[src/rtl/uart_boot_loader_if.sv]
// UART boot loader bus bundle: byte link, RAM write port and status.
// master = loader side, slave = UART/RAM/CPU side.
interface uart_boot_loader_if #(
  parameter int ADDR_W = 16
);
  logic [7:0]        rx_data;
  logic              rx_done;
  logic [7:0]        tx_data;
  logic              transmit;
  logic              tx_done;
  logic              trigger;
  logic [ADDR_W-1:0] ram_addr;
  logic [7:0]        ram_data;
  logic              ram_we;
  logic              booting;
  logic              cpu_rst;
  logic [ADDR_W-1:0] byte_count;
  logic [1:0]        err;

  modport master (
    input  rx_data, rx_done, tx_done, trigger,
    output tx_data, transmit, ram_addr, ram_data,
    output ram_we, booting, cpu_rst, byte_count, err
  );

  modport slave (
    output rx_data, rx_done, tx_done, trigger,
    input  tx_data, transmit, ram_addr, ram_data,
    input  ram_we, booting, cpu_rst, byte_count, err
  );
endinterface

[src/rtl/uart_boot_loader.sv]
// UART image loader: sync, 16-bit length, payload, checksum.
// Writes payload to RAM, echoes, ACK/NAK, holds CPU in reset.
module uart_boot_loader #(
  parameter int          ADDR_W    = 16,
  parameter int          BASE_ADDR = 0,
  parameter int          MAX_BYTES = 8192,
  parameter int          ECHO      = 1,
  parameter logic [7:0]  SYNC_BYTE = 8'hA5,
  parameter int unsigned TIMEOUT   = 1000000
) (
  input  logic clk,
  input  logic rst_n,
  uart_boot_loader_if.master bus
);

  typedef enum logic [3:0] {
    S_HUNT, S_LEN_LO, S_LEN_HI, S_DATA, S_ECHO_WAIT,
    S_CSUM, S_RESP, S_RESP_WAIT, S_DONE
  } state_t;

  localparam logic [7:0] ACK = 8'h06;
  localparam logic [7:0] NAK = 8'h15;
  localparam logic [ADDR_W-1:0] BASE = ADDR_W'(BASE_ADDR);

  state_t            state_q, state_d;
  logic [15:0]       len_q, len_d;
  logic [ADDR_W-1:0] cnt_q, cnt_d;
  logic [7:0]        sum_q, sum_d;
  logic              last_q, last_d;
  logic [7:0]        resp_q, resp_d;
  logic [1:0]        err_q, err_d;
  logic [31:0]       tmo_q, tmo_d;
  logic [7:0]        tx_data_q, tx_data_d;
  logic              transmit_q, transmit_d;
  logic [ADDR_W-1:0] ram_addr_q, ram_addr_d;
  logic [7:0]        ram_data_q, ram_data_d;
  logic              ram_we_q, ram_we_d;
  logic              booting_q, booting_d;
  logic              cpu_rst_q, cpu_rst_d;

  logic        clr, timed, ev, to_hit, lastb;
  logic [15:0] len_nx;

  // Next-state, datapath and output decode
  always_comb begin
    state_d    = state_q;
    len_d      = len_q;
    cnt_d      = cnt_q;
    sum_d      = sum_q;
    last_d     = last_q;
    resp_d     = resp_q;
    err_d      = err_q;
    tx_data_d  = tx_data_q;
    transmit_d = 1'b0;
    ram_addr_d = ram_addr_q;
    ram_data_d = ram_data_q;
    ram_we_d   = 1'b0;
    clr        = 1'b0;
    len_nx     = {bus.rx_data, len_q[7:0]};
    lastb      = (32'(cnt_q) + 32'd1) == 32'(len_q);
    ev         = bus.rx_done | bus.tx_done;
    timed      = (state_q != S_HUNT) && (state_q != S_DONE);
    tmo_d      = (timed && !ev) ? tmo_q + 32'd1 : 32'd0;
    to_hit     = (TIMEOUT != 0) && timed && !ev &&
                 (tmo_q + 32'd1 == TIMEOUT);

    if (bus.trigger) begin
      state_d = S_HUNT;
      clr     = 1'b1;
    end else if (to_hit) begin
      state_d = S_HUNT;
      err_d   = 2'd3;
      clr     = 1'b1;
    end else begin
      unique case (state_q)
        S_HUNT: begin
          if (bus.rx_done && bus.rx_data == SYNC_BYTE)
            state_d = S_LEN_LO;
        end
        S_LEN_LO: begin
          if (bus.rx_done) begin
            len_d[7:0] = bus.rx_data;
            state_d    = S_LEN_HI;
          end
        end
        S_LEN_HI: begin
          if (bus.rx_done) begin
            len_d = len_nx;
            if (len_nx == 16'd0 || 32'(len_nx) > MAX_BYTES) begin
              err_d   = 2'd2;
              resp_d  = NAK;
              state_d = S_RESP;
            end else begin
              state_d = S_DATA;
            end
          end
        end
        S_DATA: begin
          // a byte right behind a write is dropped to keep ram_we single
          if (bus.rx_done && !ram_we_q) begin
            ram_we_d   = 1'b1;
            ram_data_d = bus.rx_data;
            ram_addr_d = BASE + cnt_q;
            sum_d      = sum_q + bus.rx_data;
            cnt_d      = cnt_q + 1'b1;
            last_d     = lastb;
            if (ECHO != 0) begin
              transmit_d = 1'b1;
              tx_data_d  = bus.rx_data;
              state_d    = S_ECHO_WAIT;
            end else if (lastb) begin
              state_d = S_CSUM;
            end
          end
        end
        S_ECHO_WAIT: begin
          if (bus.rx_done) begin
            err_d   = 2'd1;
            resp_d  = NAK;
            state_d = S_RESP;
          end else if (bus.tx_done) begin
            state_d = last_q ? S_CSUM : S_DATA;
          end
        end
        S_CSUM: begin
          if (bus.rx_done) begin
            if (8'(sum_q + bus.rx_data) == 8'h00) begin
              resp_d = ACK;
            end else begin
              resp_d = NAK;
              err_d  = 2'd1;
            end
            state_d = S_RESP;
          end
        end
        S_RESP: begin
          transmit_d = 1'b1;
          tx_data_d  = resp_q;
          state_d    = S_RESP_WAIT;
        end
        S_RESP_WAIT: begin
          if (bus.tx_done) begin
            if (resp_q == ACK) begin
              err_d   = 2'd0;
              state_d = S_DONE;
            end else begin
              clr     = 1'b1;
              state_d = S_HUNT;
            end
          end
        end
        S_DONE: ;
        default: state_d = S_HUNT;
      endcase
    end

    if (clr) begin
      cnt_d      = '0;
      sum_d      = 8'h00;
      ram_addr_d = BASE;
      tmo_d      = 32'd0;
    end

    booting_d = (state_d != S_DONE);
    cpu_rst_d = booting_d | booting_q;
  end

  // State and output registers
  always_ff @(posedge clk) begin
    if (!rst_n) begin
      state_q    <= S_HUNT;
      len_q      <= 16'd0;
      cnt_q      <= '0;
      sum_q      <= 8'h00;
      last_q     <= 1'b0;
      resp_q     <= 8'h00;
      err_q      <= 2'd0;
      tmo_q      <= 32'd0;
      tx_data_q  <= 8'h00;
      transmit_q <= 1'b0;
      ram_addr_q <= BASE;
      ram_data_q <= 8'h00;
      ram_we_q   <= 1'b0;
      booting_q  <= 1'b1;
      cpu_rst_q  <= 1'b1;
    end else begin
      state_q    <= state_d;
      len_q      <= len_d;
      cnt_q      <= cnt_d;
      sum_q      <= sum_d;
      last_q     <= last_d;
      resp_q     <= resp_d;
      err_q      <= err_d;
      tmo_q      <= tmo_d;
      tx_data_q  <= tx_data_d;
      transmit_q <= transmit_d;
      ram_addr_q <= ram_addr_d;
      ram_data_q <= ram_data_d;
      ram_we_q   <= ram_we_d;
      booting_q  <= booting_d;
      cpu_rst_q  <= cpu_rst_d;
    end
  end

  assign bus.tx_data    = tx_data_q;
  assign bus.transmit   = transmit_q;
  assign bus.ram_addr   = ram_addr_q;
  assign bus.ram_data   = ram_data_q;
  assign bus.ram_we     = ram_we_q;
  assign bus.booting    = booting_q;
  assign bus.cpu_rst    = cpu_rst_q;
  assign bus.byte_count = cnt_q;
  assign bus.err        = err_q;

endmodule

[src/flat_wrapper.sv]
// flat-port wrapper written by rule: the top's interface ports become plain ports
module uart_boot_loader_flat 
#(
  parameter int          ADDR_W    = 16,
  parameter int          BASE_ADDR = 0,
  parameter int          MAX_BYTES = 8192,
  parameter int          ECHO      = 1,
  parameter logic [7:0]  SYNC_BYTE = 8'hA5,
  parameter int unsigned TIMEOUT   = 1000000
)
  (clk, rst_n, bus_rx_data, bus_rx_done, bus_tx_done, bus_trigger, bus_tx_data, bus_transmit, bus_ram_addr, bus_ram_data, bus_ram_we, bus_booting, bus_cpu_rst, bus_byte_count, bus_err);
  uart_boot_loader_if #(.ADDR_W(ADDR_W)) bus_i ();
  input  logic clk;
  input  logic rst_n;
  input wire logic [$bits(bus_i.rx_data)-1:0] bus_rx_data;
  input wire logic [$bits(bus_i.rx_done)-1:0] bus_rx_done;
  input wire logic [$bits(bus_i.tx_done)-1:0] bus_tx_done;
  input wire logic [$bits(bus_i.trigger)-1:0] bus_trigger;
  output wire logic [$bits(bus_i.tx_data)-1:0] bus_tx_data;
  output wire logic [$bits(bus_i.transmit)-1:0] bus_transmit;
  output wire logic [$bits(bus_i.ram_addr)-1:0] bus_ram_addr;
  output wire logic [$bits(bus_i.ram_data)-1:0] bus_ram_data;
  output wire logic [$bits(bus_i.ram_we)-1:0] bus_ram_we;
  output wire logic [$bits(bus_i.booting)-1:0] bus_booting;
  output wire logic [$bits(bus_i.cpu_rst)-1:0] bus_cpu_rst;
  output wire logic [$bits(bus_i.byte_count)-1:0] bus_byte_count;
  output wire logic [$bits(bus_i.err)-1:0] bus_err;
  assign bus_i.rx_data = bus_rx_data;
  assign bus_i.rx_done = bus_rx_done;
  assign bus_i.tx_done = bus_tx_done;
  assign bus_i.trigger = bus_trigger;
  assign bus_tx_data = bus_i.tx_data;
  assign bus_transmit = bus_i.transmit;
  assign bus_ram_addr = bus_i.ram_addr;
  assign bus_ram_data = bus_i.ram_data;
  assign bus_ram_we = bus_i.ram_we;
  assign bus_booting = bus_i.booting;
  assign bus_cpu_rst = bus_i.cpu_rst;
  assign bus_byte_count = bus_i.byte_count;
  assign bus_err = bus_i.err;
  uart_boot_loader #(.ADDR_W(ADDR_W), .BASE_ADDR(BASE_ADDR), .MAX_BYTES(MAX_BYTES), .ECHO(ECHO), .SYNC_BYTE(SYNC_BYTE), .TIMEOUT(TIMEOUT)) u_core (.clk(clk), .rst_n(rst_n), .bus(bus_i));
endmodule
[config.mk]
export PLATFORM = sky130hd
export DESIGN_NAME = uart_boot_loader_flat
export DESIGN_NICKNAME = d
export VERILOG_FILES = /design/src/rtl/uart_boot_loader_if.sv /design/src/rtl/uart_boot_loader.sv /design/src/flat_wrapper.sv
export SDC_FILE = /design/constraint.sdc
export NUM_CORES = 1
export LEC_CHECK = 0
export CORE_MARGIN = 2
export CORE_UTILIZATION = 55
export DETAILED_ROUTE_END_ITERATION = 10
export PLACE_DENSITY = 0.78
export SETUP_SLACK_MARGIN = 0.4
export SYNTH_ARGS = -nofsm -noshare
export SYNTH_HDL_FRONTEND = slang
export SYNTH_SLANG_ARGS = --single-unit
[constraint.sdc]
create_clock -name clk -period 4.7 [get_ports clk]
set_input_delay 1.175 -clock clk [delete_from_list [all_inputs] [get_ports clk]]
set_output_delay 1.175 -clock clk [all_outputs]
set_load 0.01 [all_outputs]
==> flow_metrics.py, run 1 <==
metrics = {
    "worst_setup_path": {
        "cp_max_fo": 4,
        "arrival_ns": 4.16,
        "critical_path.startpoint": "bus_rx_data[0]",
        "critPathLaunchType": "primary input",
        "crit_required_ns": 5.04,
        "crit_type": "in2reg",
        "worst_setup_path_end_kind": "register",
        "r2r_slack_ns": 0.92,
        "reg2reg_to": "u_core.sum_q[2]$_SDFFE_PP0P_",
        "r2r-start": "u_core.tmo_q[0]$_SDFF_PP0_",
        "ff2ff_path_depth": 9,
    },
    "floorplan": {
        "dieArea_mm2": 0.01215,
        "ios": 67,
        "dieHeight_um": 110.2,
        "fp-row-count": 38,
        "coreArea_mm2": 0.01094,
        "dieWidth_um": 110.2,
        "initial_core_util_pct": 56.76,
    },
    "timing": {
        "finalCritPeriodShare_pct": 81.33,
        "setup_violations": 0,
        "final_max_slew_viol_count": 0,
        "skew_ns": 0.009563,
        "tightest_slew_ns": 0.9325,
        "timing.final.ws_setup_ns": 0.8776,
        "rsz0062_at_grt": "false",
        "fmax_mhz": 261.6,
        "max-slew-margin-rel_pct": 37.60,
        "fin_crit_ns": 3.822,
        "fin_tns_setup_ns": 0,
        "timing.hold.ws_ns": 0.4509,
        "finalHoldViolations": 0,
    },
    "drt": {
        "drc": 0,
        "vias": 5713,
        "postRouteAntennaNets": 0,
        "drt_first_pass_iters": 5,
        "wl_per_cell_um": 16.99,
        "viasPerCell": 5.963,
        "drt-total-wl_mm": 16.28,
        "drt_iter0_markers": 544,
    },
    "clock_tree": {
        "postCtsHoldBufs": 0,
        "postCtsSetupRepairBufs": 0,
        "root_buffer": "clkbuf_16",
        "numClockSinks": 118,
        "post_cts_resize_count": 0,
        "clockBufferDepth": 2,
        "numCtsBuffers": 17,
        "clock_latency_ns": 0.42,
        "cts_tree": "built",
        "clk_pin_slew_ns": 0.05,
        "htreeDepth": 4,
    },
    "power": {
        "power_switching_uw": 480.4,
        "ir_worst_vdd_uv": 283.2,
        "power_leakage_uw": 0.002572,
        "power_density_mw_per_mm2": 319.0,
        "p_clk_share_pct": 55.6,
        "pwr-share-seq_pct": 41.8,
        "pwr-share-comb_pct": 2.6,
        "p_sw_share_pct": 20.05,
        "p_int_uw": 1915,
    },
    "synthesis": {
        "syn_area_per_cell_um2": 8.243,
        "yosysWarnings": 0,
        "synth_edf_count": 0,
        "synth_flop_cell": "dfxtp_1",
        "synth_cell_types": 69,
        "syn_nets": 776,
        "ys_seq_area_share_pct": 38.06,
        "syn_area_mm2": 0.006207,
        "synth_seq_cells": 118,
        "ys_async_sr_fraction_pct": 0,
        "netlist_instances": 753,
    },
    "place": {
        "pre_cts_ws_ns": 0.4647,
        "dpl.cell_count": 927,
        "dp_hpwl_mm": 11.50,
        "io_buffers": 66,
        "placed_cell_area_mm2": 0.006904,
        "place_congestion": 0.8956,
    },
    "layout": {
        "stdcell_area_mm2": 0.007508,
        "nFillCells": 892,
        "antennaDiodeCount": 0,
        "syn2layout_area_growth_pct": 20.96,
        "nNetsFinal": 829,
        "finalNonFillerCells": 958,
        "mostFrequentLayoutCells": "118 x dfxtp_1, 106 x nor2_1, 104 x nand2_1",
        "drive_gt1_share_pct": 8.191,
        "final_common_cell": "dfxtp_1",
    },
    "global_route": {
        "grt_pass1_wl_mm": 26.34,
        "antenna_found_initial": 0,
        "grt_max_degree": 41,
        "grt_pass1_vias": 5413,
        "grt_util_all_layers_pct": 27.93,
        "globalRoute.totalOverflow": 0,
    },
    "worst_hold_path": {
        "hold_path_class": "reg2reg",
        "min_path_cells": 2,
        "min-delay-start": "u_core.bus.ram_addr[0]$_SDFFE_PP0P_",
        "min_to": "u_core.bus.ram_addr[0]$_SDFFE_PP0P_",
    },
    "outcome": {
        "status": "finished, final reports clean",
    },
    "job": {
        "drv_cap": 0,
    },
}
## how the worst max path moves through the flow
stage / to / cells after the start
floorplan: u_core.bus.err[1]$_SDFFE_PN0P_ / 9
global placement: u_core.bus.err[1]$_SDFFE_PN0P_ / 10
detailed placement: u_core.bus.err[1]$_SDFFE_PN0P_ / 9
CTS: u_core.bus.err[1]$_SDFFE_PN0P_ / 9
global route: u_core.sum_q[2]$_SDFFE_PP0P_ / 9
finish: u_core.bus.err[1]$_SDFFE_PN0P_ / 10
## layout make-up
type	count	area, um2	area share [%]
Multi-Input combinational cell	580	3575	47.61
Sequential cell	118	2362	31.46
Timing Repair Buffer	78	750.7	9.998
Clock buffer	21	450.4	5.999
Tap cell	140	175.2	2.333
Clock inverter	10	153.9	2.050
Inverter	11	41.29	0.5499
## through the flow
stage	power (uW)	utilization, %
after floorplan	1056	-
after global placement	1081	63.14
after detailed placement	1083	63.14
after CTS	2409	68.66
after global routing	2462	68.66
final	2395	68.66
## kinds of logic (layout without fill, tap and decap cells)
logic type	Yosys count	after routing	synth area share (%)
buffers and inverters	55	120	4.394
muxes	20	20	3.265
AOI/OAI and AO/OA	115	115	11.81
xor gates and xnor gates	77	77	10.86
adders and majority gates	10	10	2.137
DFF	118	118	38.06
and+or+nand+nor	358	358	29.47
## critical path: stages
cell             delay (ns)
clkdlybuf4s50_1        0.44
ha_1                   0.25
fa_1                   0.43
xor2_1                 0.17
or4_1                  0.40
nor4_1                 0.23
or4b_1                 0.51
o311a_1                0.18
and4_1                 0.22
nor3_1                 0.16
## routing by layer
layer / vias up / wire (um) / GRT usage [%]
met4: 0 / 293 / 9.464
met5: - / 0 / 0
met1: 2718 / 7497 / 38.18
met3: 30 / 1068 / 5.820
met2: 216 / 7420 / 43.95
li1: 2749 / - / -
## cells in the mapped netlist, types with 4 or more instances
library cell,count,area share (%)
o21ai_0,18,1.5
a21oi_1,48,3.9
ha_1,9,1.8
nor2_1,107,6.5
and3_2,4,0.48
o221ai_1,4,0.56
o211ai_1,5,0.60
nand2_1,104,6.3
nand2b_1,8,0.81
mux2i_1,18,2.9
a31oi_1,4,0.40
or4_1,4,0.48
nor2b_1,4,0.40
nor3_1,17,1.4
and3_1,10,1.0
dfxtp_1,118,38
a311oi_1,6,0.85
and4_1,10,1.4
xnor2_1,44,6.2
xor2_1,33,4.7
buf_6,8,1.5
nand4_1,22,2.2
o22ai_1,4,0.40
clkbuf_1,33,2.0
nand3_1,21,1.7
nor4_1,10,1.0
or3_1,6,0.60
inv_1,10,0.60
## flip-flops by register name, summed over array words and instances (netlist names)
name,count
u_core.bus.booting,1
u_core.bus.byte_count,16
u_core.bus.cpu_rst,1
u_core.bus.err,2
u_core.bus.ram_addr,16
u_core.bus.ram_data,8
u_core.bus.ram_we,1
u_core.bus.transmit,1
u_core.bus.tx_data,8
u_core.last_q,1
u_core.len_q,16
u_core.resp_q,3
u_core.state_q,4
u_core.sum_q,8
u_core.tmo_q,32
## power by group through the flow
stage	sequential, uW	combinational, uW	clock (uW)
floorplan	1020	34.1	0
global placement	1020	59.1	0
detailed placement	1020	60.6	0
CTS	1000	60.9	1350
global route	1000	66.0	1400
finish	1000	62.2	1330
Power figures use the tool's default switching activity.
==> run 2, diff against run 1 <==
clock period = 3.9 ns   (was 4.7 ns; I/O delays follow)
==> run 2 against run 1 <==
Net effect: via count up 2.3%; sequential share of layout area shrank 1.1 points; critical path depth is 1 lower; die area is the same; largest power group unchanged.
==> flow_metrics.py, run 2 (synthesis results as in run 1) <==
metrics = {
    "outcome": {
        "status": "finished, final reports clean",
    },
    "clock_tree": {
        "clk_pin_slew_ns": 0.05,
        "root_buffer": "clkbuf_16",
        "clock_latency_ns": 0.42,
        "numCtsBuffers": 17,
        "htreeDepth": 4,
        "numClockSinks": 118,
        "cts_tree": "built",
        "clockBufferDepth": 2,
    },
    "place": {
        "dp_hpwl_mm": 11.39,
        "io_buffers": 66,
        "pre_cts_ws_ns": -0.2297,
        "place_congestion": 0.8511,
    },
    "power": {
        "power.total_uw": 2901,
        "power_leakage_uw": 0.002710,
        "ir_worst_vdd_uv": 318.4,
        "power_density_mw_per_mm2": 372.9,
    },
    "global_route": {
        "globalRoute.totalOverflow": 0,
        "grt_pass1_wl_mm": 26.65,
        "grt_pass1_vias": 5522,
        "antenna_found_initial": 0,
        "grt_max_degree": 40,
        "grt_util_all_layers_pct": 28.37,
    },
    "worst_setup_path": {
        "worst_setup_path_end_kind": "register",
        "crit_path_top_delay_cell": "or4b_4",
        "crit_required_ns": 4.25,
        "crit_type": "in2reg",
        "cp_max_fo": 4,
        "slowest_delay_ns": 0.53,
        "crit_path_cell_trace": "clkdlybuf4s50_1 > ha_1 > xor2_1 > or4_4 > nor4_4 > or4b_4 > o311a_4 > o311a_1 > nor3_2",
        "arrival_ns": 3.76,
        "critPathLaunchType": "primary input",
    },
    "timing": {
        "finalCritPeriodShare_pct": 87.52,
        "fmax_mhz": 293.0,
        "setup_violations": 0,
        "max-slew-margin-rel_pct": 49.50,
        "rsz0062_at_grt": "false",
        "final_max_slew_viol_count": 0,
        "fin_crit_ns": 3.413,
        "finalHoldViolations": 0,
        "timing.final.ws_setup_ns": 0.4867,
        "tightest_slew_ns": 0.7506,
        "skew_ns": 0.007030,
    },
    "floorplan": {
        "ios": 67,
        "fp-row-count": 38,
        "coreArea_mm2": 0.01094,
        "dieArea_mm2": 0.01215,
        "dieWidth_um": 110.2,
        "dieHeight_um": 110.2,
        "initial_core_util_pct": 56.76,
    },
    "drt": {
        "dr_wl_met3_mm": 1.189,
        "vias": 5845,
        "m1WireLength_mm": 7.170,
        "wl_per_cell_um": 17.03,
        "drc": 0,
        "drt_iter0_markers": 461,
        "drt_first_pass_iters": 5,
        "dr.max_layer_used": "met4",
        "drt-total-wl_mm": 16.65,
        "dr_wl_met2_mm": 7.939,
        "viasPerCell": 5.976,
        "postRouteAntennaNets": 0,
    },
    "layout": {
        "utilization_pct": 71.14,
        "antennaDiodeCount": 0,
        "nNetsFinal": 848,
        "final_common_cell": "dfxtp_1",
        "drive_gt1_share_pct": 11.58,
        "syn2layout_area_growth_pct": 25.34,
        "top_register": "u_core.tmo_q",
        "largest_reg_flops": 32,
        "mostFrequentLayoutCells": "118 x dfxtp_1, 106 x nor2_1, 104 x nand2_1",
    },
    "worst_hold_path": {
        "hold_path_class": "reg2reg",
    },
    "job": {
        "drv_cap": 0,
    },
}
run 2: layout make-up:
cell class              instances  area [um2]
fillers                       842        3156
flip-flops and latches        118        2362
well taps                     140       175.2
multi-input cells             580        3637
inverters                      11       41.29
clock inverters                 8       121.4
repair buffers                 97       960.9
clock buffers                  24       481.7
run 2: path summary, 6_finish.rpt:
| kind | startpoint | end | slack [ns] | depth (start not counted) |
|---|---|---|---|---|
| hold / removal | u_core.bus.ram_addr[4]$_SDFFE_PP0P_ | u_core.bus.ram_addr[4]$_SDFFE_PP0P_ | 0.45 | 2 |
| hold reg to reg | u_core.bus.ram_addr[4]$_SDFFE_PP0P_ | u_core.bus.ram_addr[4]$_SDFFE_PP0P_ | 0.45 | 2 |
| setup / recovery | bus_rx_data[2] | u_core.bus.err[0]$_SDFFE_PN0P_ | 0.49 | 9 |
| setup reg to reg | u_core.tmo_q[0]$_SDFF_PP0_ | u_core.bus.tx_data[1]$_SDFFE_PN0P_ | 0.68 | 9 |
run 2: critical path: cells and delay by family:
kind / cells / cell delay, ns
compound gates: 2 / 0.32
simple gates: 4 / 1.40
xor+xnor: 1 / 0.19
buf+inv: 1 / 0.48
fa+ha+maj: 1 / 0.38
run 2: through the flow:
step | hold WS [ns] | cells | setup TNS [ns] | instance area [um2]
floorplan | 0.4375 | 753 | 0 | 6207
global placement | 0.4415 | 946 | -0.2620 | 7109
detailed placement | 0.4461 | 946 | -0.4513 | 7109
CTS | 0.4531 | 978 | 0 | 7755
global route | 0.4731 | 978 | 0 | 7780
finish | 0.4523 | 978 | 0 | 7780
run 2: layer usage:
layer / vias up / global-route usage [%]
met2: 242 / 46.28
met3: 36 / 6.937
met1: 2782 / 36.10
met5: - / 0
li1: 2785 / -
met4: 0 / 11.34
run 2: timing repair:
action	in CTS	in global routing
endpoints found under the setup margin	4	2
pin swaps	4	3
hold buffers	0	0
setup buffers	0	0
endpoints found under the hold margin	0	0
resized for setup	8	6
run 2: power breakdown:
part | internal [uW] | switching, uW
clock network | 1050 | 551
registers | 1210 | 0.0432
logic | 36.0 | 56.1
total | 2290 | 607
==> run 3, diff against run 2 <==
RECOVER_POWER = 100   (was unset)
==> run 3 against run 2 <==
Net effect: maximum frequency fell by 7.0%; count of clock-buffer cells in the layout unchanged; via count grew 0.29%; final cell count did not move; worst hold slack worse by 0.0029 ns; total power shrank 0.15%; register-to-register slack lost 0.17 ns; sequential power barely moved; clock skew about the same; final area shrank 0.96%; die area unchanged; sequential share of layout area up 0.30 points; critical endpoint unchanged; largest cell class unchanged; largest power group unchanged.
==> flow_metrics.py, run 3 (synthesis results as in run 1) <==
metrics = {
    "outcome": {
        "status": "finished, final reports clean",
    },
    "timing": {
        "rsz0062_at_grt": "false",
        "tightest_slew_ns": 0.7662,
        "skew_ns": 0.007267,
        "setup_violations": 0,
        "max-slew-margin-rel_pct": 48.45,
        "finalCritPeriodShare_pct": 94.07,
        "fmax_mhz": 272.6,
        "fin_crit_ns": 3.669,
        "finalHoldViolations": 0,
        "final_max_slew_viol_count": 0,
    },
    "worst_setup_path": {
        "cp_max_fo": 4,
        "r2r-start": "u_core.tmo_q[0]$_SDFF_PP0_",
        "crit_required_ns": 4.24,
        "worst_setup_path_end_kind": "register",
        "r2r_slack_ns": 0.51,
        "crit_end": "u_core.bus.err[0]$_SDFFE_PN0P_",
        "reg2reg_to": "u_core.bus.byte_count[6]$_SDFFE_PP0P_",
        "arrival_ns": 4.01,
        "crit_type": "in2reg",
        "critical_path.startpoint": "bus_rx_data[2]",
        "ff2ff_path_depth": 10,
        "critPathLaunchType": "primary input",
    },
    "floorplan": {
        "initial_core_util_pct": 56.76,
        "coreArea_mm2": 0.01094,
        "dieHeight_um": 110.2,
        "ios": 67,
        "dieArea_mm2": 0.01215,
        "fp-row-count": 38,
        "dieWidth_um": 110.2,
    },
    "power": {
        "power_density_mw_per_mm2": 376.0,
        "p_sw_share_pct": 20.84,
        "p_clk_share_pct": 55.3,
        "ir_worst_vdd_uv": 318.4,
        "pwr-share-comb_pct": 3.1,
        "power_switching_uw": 603.9,
        "p_int_uw": 2293,
        "power_leakage_uw": 0.002867,
        "pwr-share-seq_pct": 41.6,
    },
    "clock_tree": {
        "numClockSinks": 118,
        "clock_latency_ns": 0.42,
        "root_buffer": "clkbuf_16",
        "numCtsBuffers": 17,
        "htreeDepth": 4,
        "postCtsHoldBufs": 0,
        "clockBufferDepth": 2,
        "clk_pin_slew_ns": 0.05,
        "cts_tree": "built",
    },
    "global_route": {
        "grt_util_all_layers_pct": 28.37,
        "grt_use_met3_pct": 6.937,
        "grt_pass1_vias": 5522,
        "use_met2_pct": 46.28,
        "globalRoute.totalOverflow": 0,
        "grt.met1_usage_pct": 36.10,
        "grt_pass1_wl_mm": 26.65,
        "antenna_found_initial": 0,
        "grt.busiest_layer": "met2",
        "grt_max_degree": 40,
    },
    "drt": {
        "vias": 5862,
        "drt_first_pass_iters": 7,
        "drt_iter0_markers": 437,
        "drt-total-wl_mm": 16.63,
        "wl_per_cell_um": 17.00,
        "postRouteAntennaNets": 0,
        "drc": 0,
        "viasPerCell": 5.994,
    },
    "job": {
        "drv_cap": 0,
    },
    "layout": {
        "nFillCells": 858,
        "stdcell_area_mm2": 0.007705,
        "antennaDiodeCount": 0,
        "utilization_pct": 70.46,
        "drive_gt1_share_pct": 10.14,
        "syn2layout_area_growth_pct": 24.13,
        "final_common_cell": "dfxtp_1",
        "largest_reg_flops": 32,
        "nNetsFinal": 848,
        "top_register": "u_core.tmo_q",
        "mostFrequentLayoutCells": "118 x dfxtp_1, 108 x nor2_1, 104 x nand2_1",
    },
    "place": {
        "placed_cell_area_mm2": 0.007109,
        "place_congestion": 0.8511,
        "dp_hpwl_mm": 11.39,
        "io_buffers": 66,
    },
    "worst_hold_path": {
        "min_path_cells": 2,
        "hold_path_class": "reg2reg",
    },
}
==> run 3: cell types whose count changed in the layout (fill, tap and decap cells not counted), sizes merged <==
cell           before  now
clkdlybuf4s50      64    8
clkbuf             24   27
dlygate4sd3         0   56
buf                31   28
==> run 3: timing repair <==
item,4_1_cts,5_1_grt
resized for setup,8,6
pin swaps,4,3
buffers inserted,0,0
hold endpoints to repair,0,0
endpoints found under the setup margin,4,2
==> run 3: cell type report <==
type | instances | area, um2 | area share [%]
tap | 140 | 175.2 | 2.273
clock buffer | 24 | 481.7 | 6.252
sequential | 118 | 2362 | 30.66
multi-input combinational | 580 | 3573 | 46.38
inverter | 11 | 41.29 | 0.5359
clock inverter | 8 | 121.4 | 1.575
timing repair buffer | 97 | 949.7 | 12.33
==> run 3: how the worst min path moves through the flow <==
stage	startpoint	endpoint	slack, ns
CTS	u_core.bus.ram_addr[9]$_SDFFE_PP0P_	u_core.bus.ram_addr[9]$_SDFFE_PP0P_	0.45
floorplan	u_core.sum_q[4]$_SDFFE_PP0P_	u_core.sum_q[4]$_SDFFE_PP0P_	0.44
global placement	u_core.bus.ram_addr[9]$_SDFFE_PP0P_	u_core.bus.ram_addr[9]$_SDFFE_PP0P_	0.44
global route	u_core.bus.ram_addr[2]$_SDFFE_PP0P_	u_core.bus.ram_addr[2]$_SDFFE_PP0P_	0.47
detailed placement	u_core.bus.ram_addr[9]$_SDFFE_PP0P_	u_core.bus.ram_addr[9]$_SDFFE_PP0P_	0.45
finish	u_core.bus.ram_addr[4]$_SDFFE_PP0P_	u_core.bus.ram_addr[4]$_SDFFE_PP0P_	0.45
==> run 3: power by group through the flow <==
| stage | logic (uW) | clock network [uW] | registers (uW) |
|---|---|---|---|
| 2_1_floorplan | 41.1 | 0 | 1230 |
| 3_3_place_gp | 84.7 | 0 | 1230 |
| 3_5_place_dp | 86.5 | 0 | 1230 |
| 4_1_cts | 89.0 | 1610 | 1210 |
| 5_1_grt | 93.5 | 1670 | 1210 |
| 6_report | 88.6 | 1600 | 1210 |
==> run 3: critical path, cell delays in order <==
cell	delay, ns
dlygate4sd3_1	0.60
ha_1	0.38
xor2_1	0.19
or4_4	0.41
nor4_1	0.33
or4b_1	0.57
o311a_4	0.18
o311a_1	0.16
nor3_2	0.20
==> run 3: stage by stage <==
stage | std cells | setup TNS, ns | hold slack [ns] | power [uW] | setup WS (ns)
detailed placement | 946 | -0.4513 | 0.4461 | 1319 | -0.2297
finish | 978 | 0 | 0.4494 | 2897 | 0.2312
CTS | 978 | 0 | 0.4531 | 2908 | 0.4146
floorplan | 753 | 0 | 0.4375 | 1273 | 0.5510
global placement | 946 | -0.2620 | 0.4415 | 1317 | -0.1732
global route | 978 | 0 | 0.4706 | 2970 | 0.2111
==> run 3: per-layer routing <==
metal | vias up | share of wire, %
met5 | - | 0
met4 | 0 | 2.4
met3 | 40 | 7.6
met2 | 244 | 47
met1 | 2792 | 43
li1 | 2786 | -
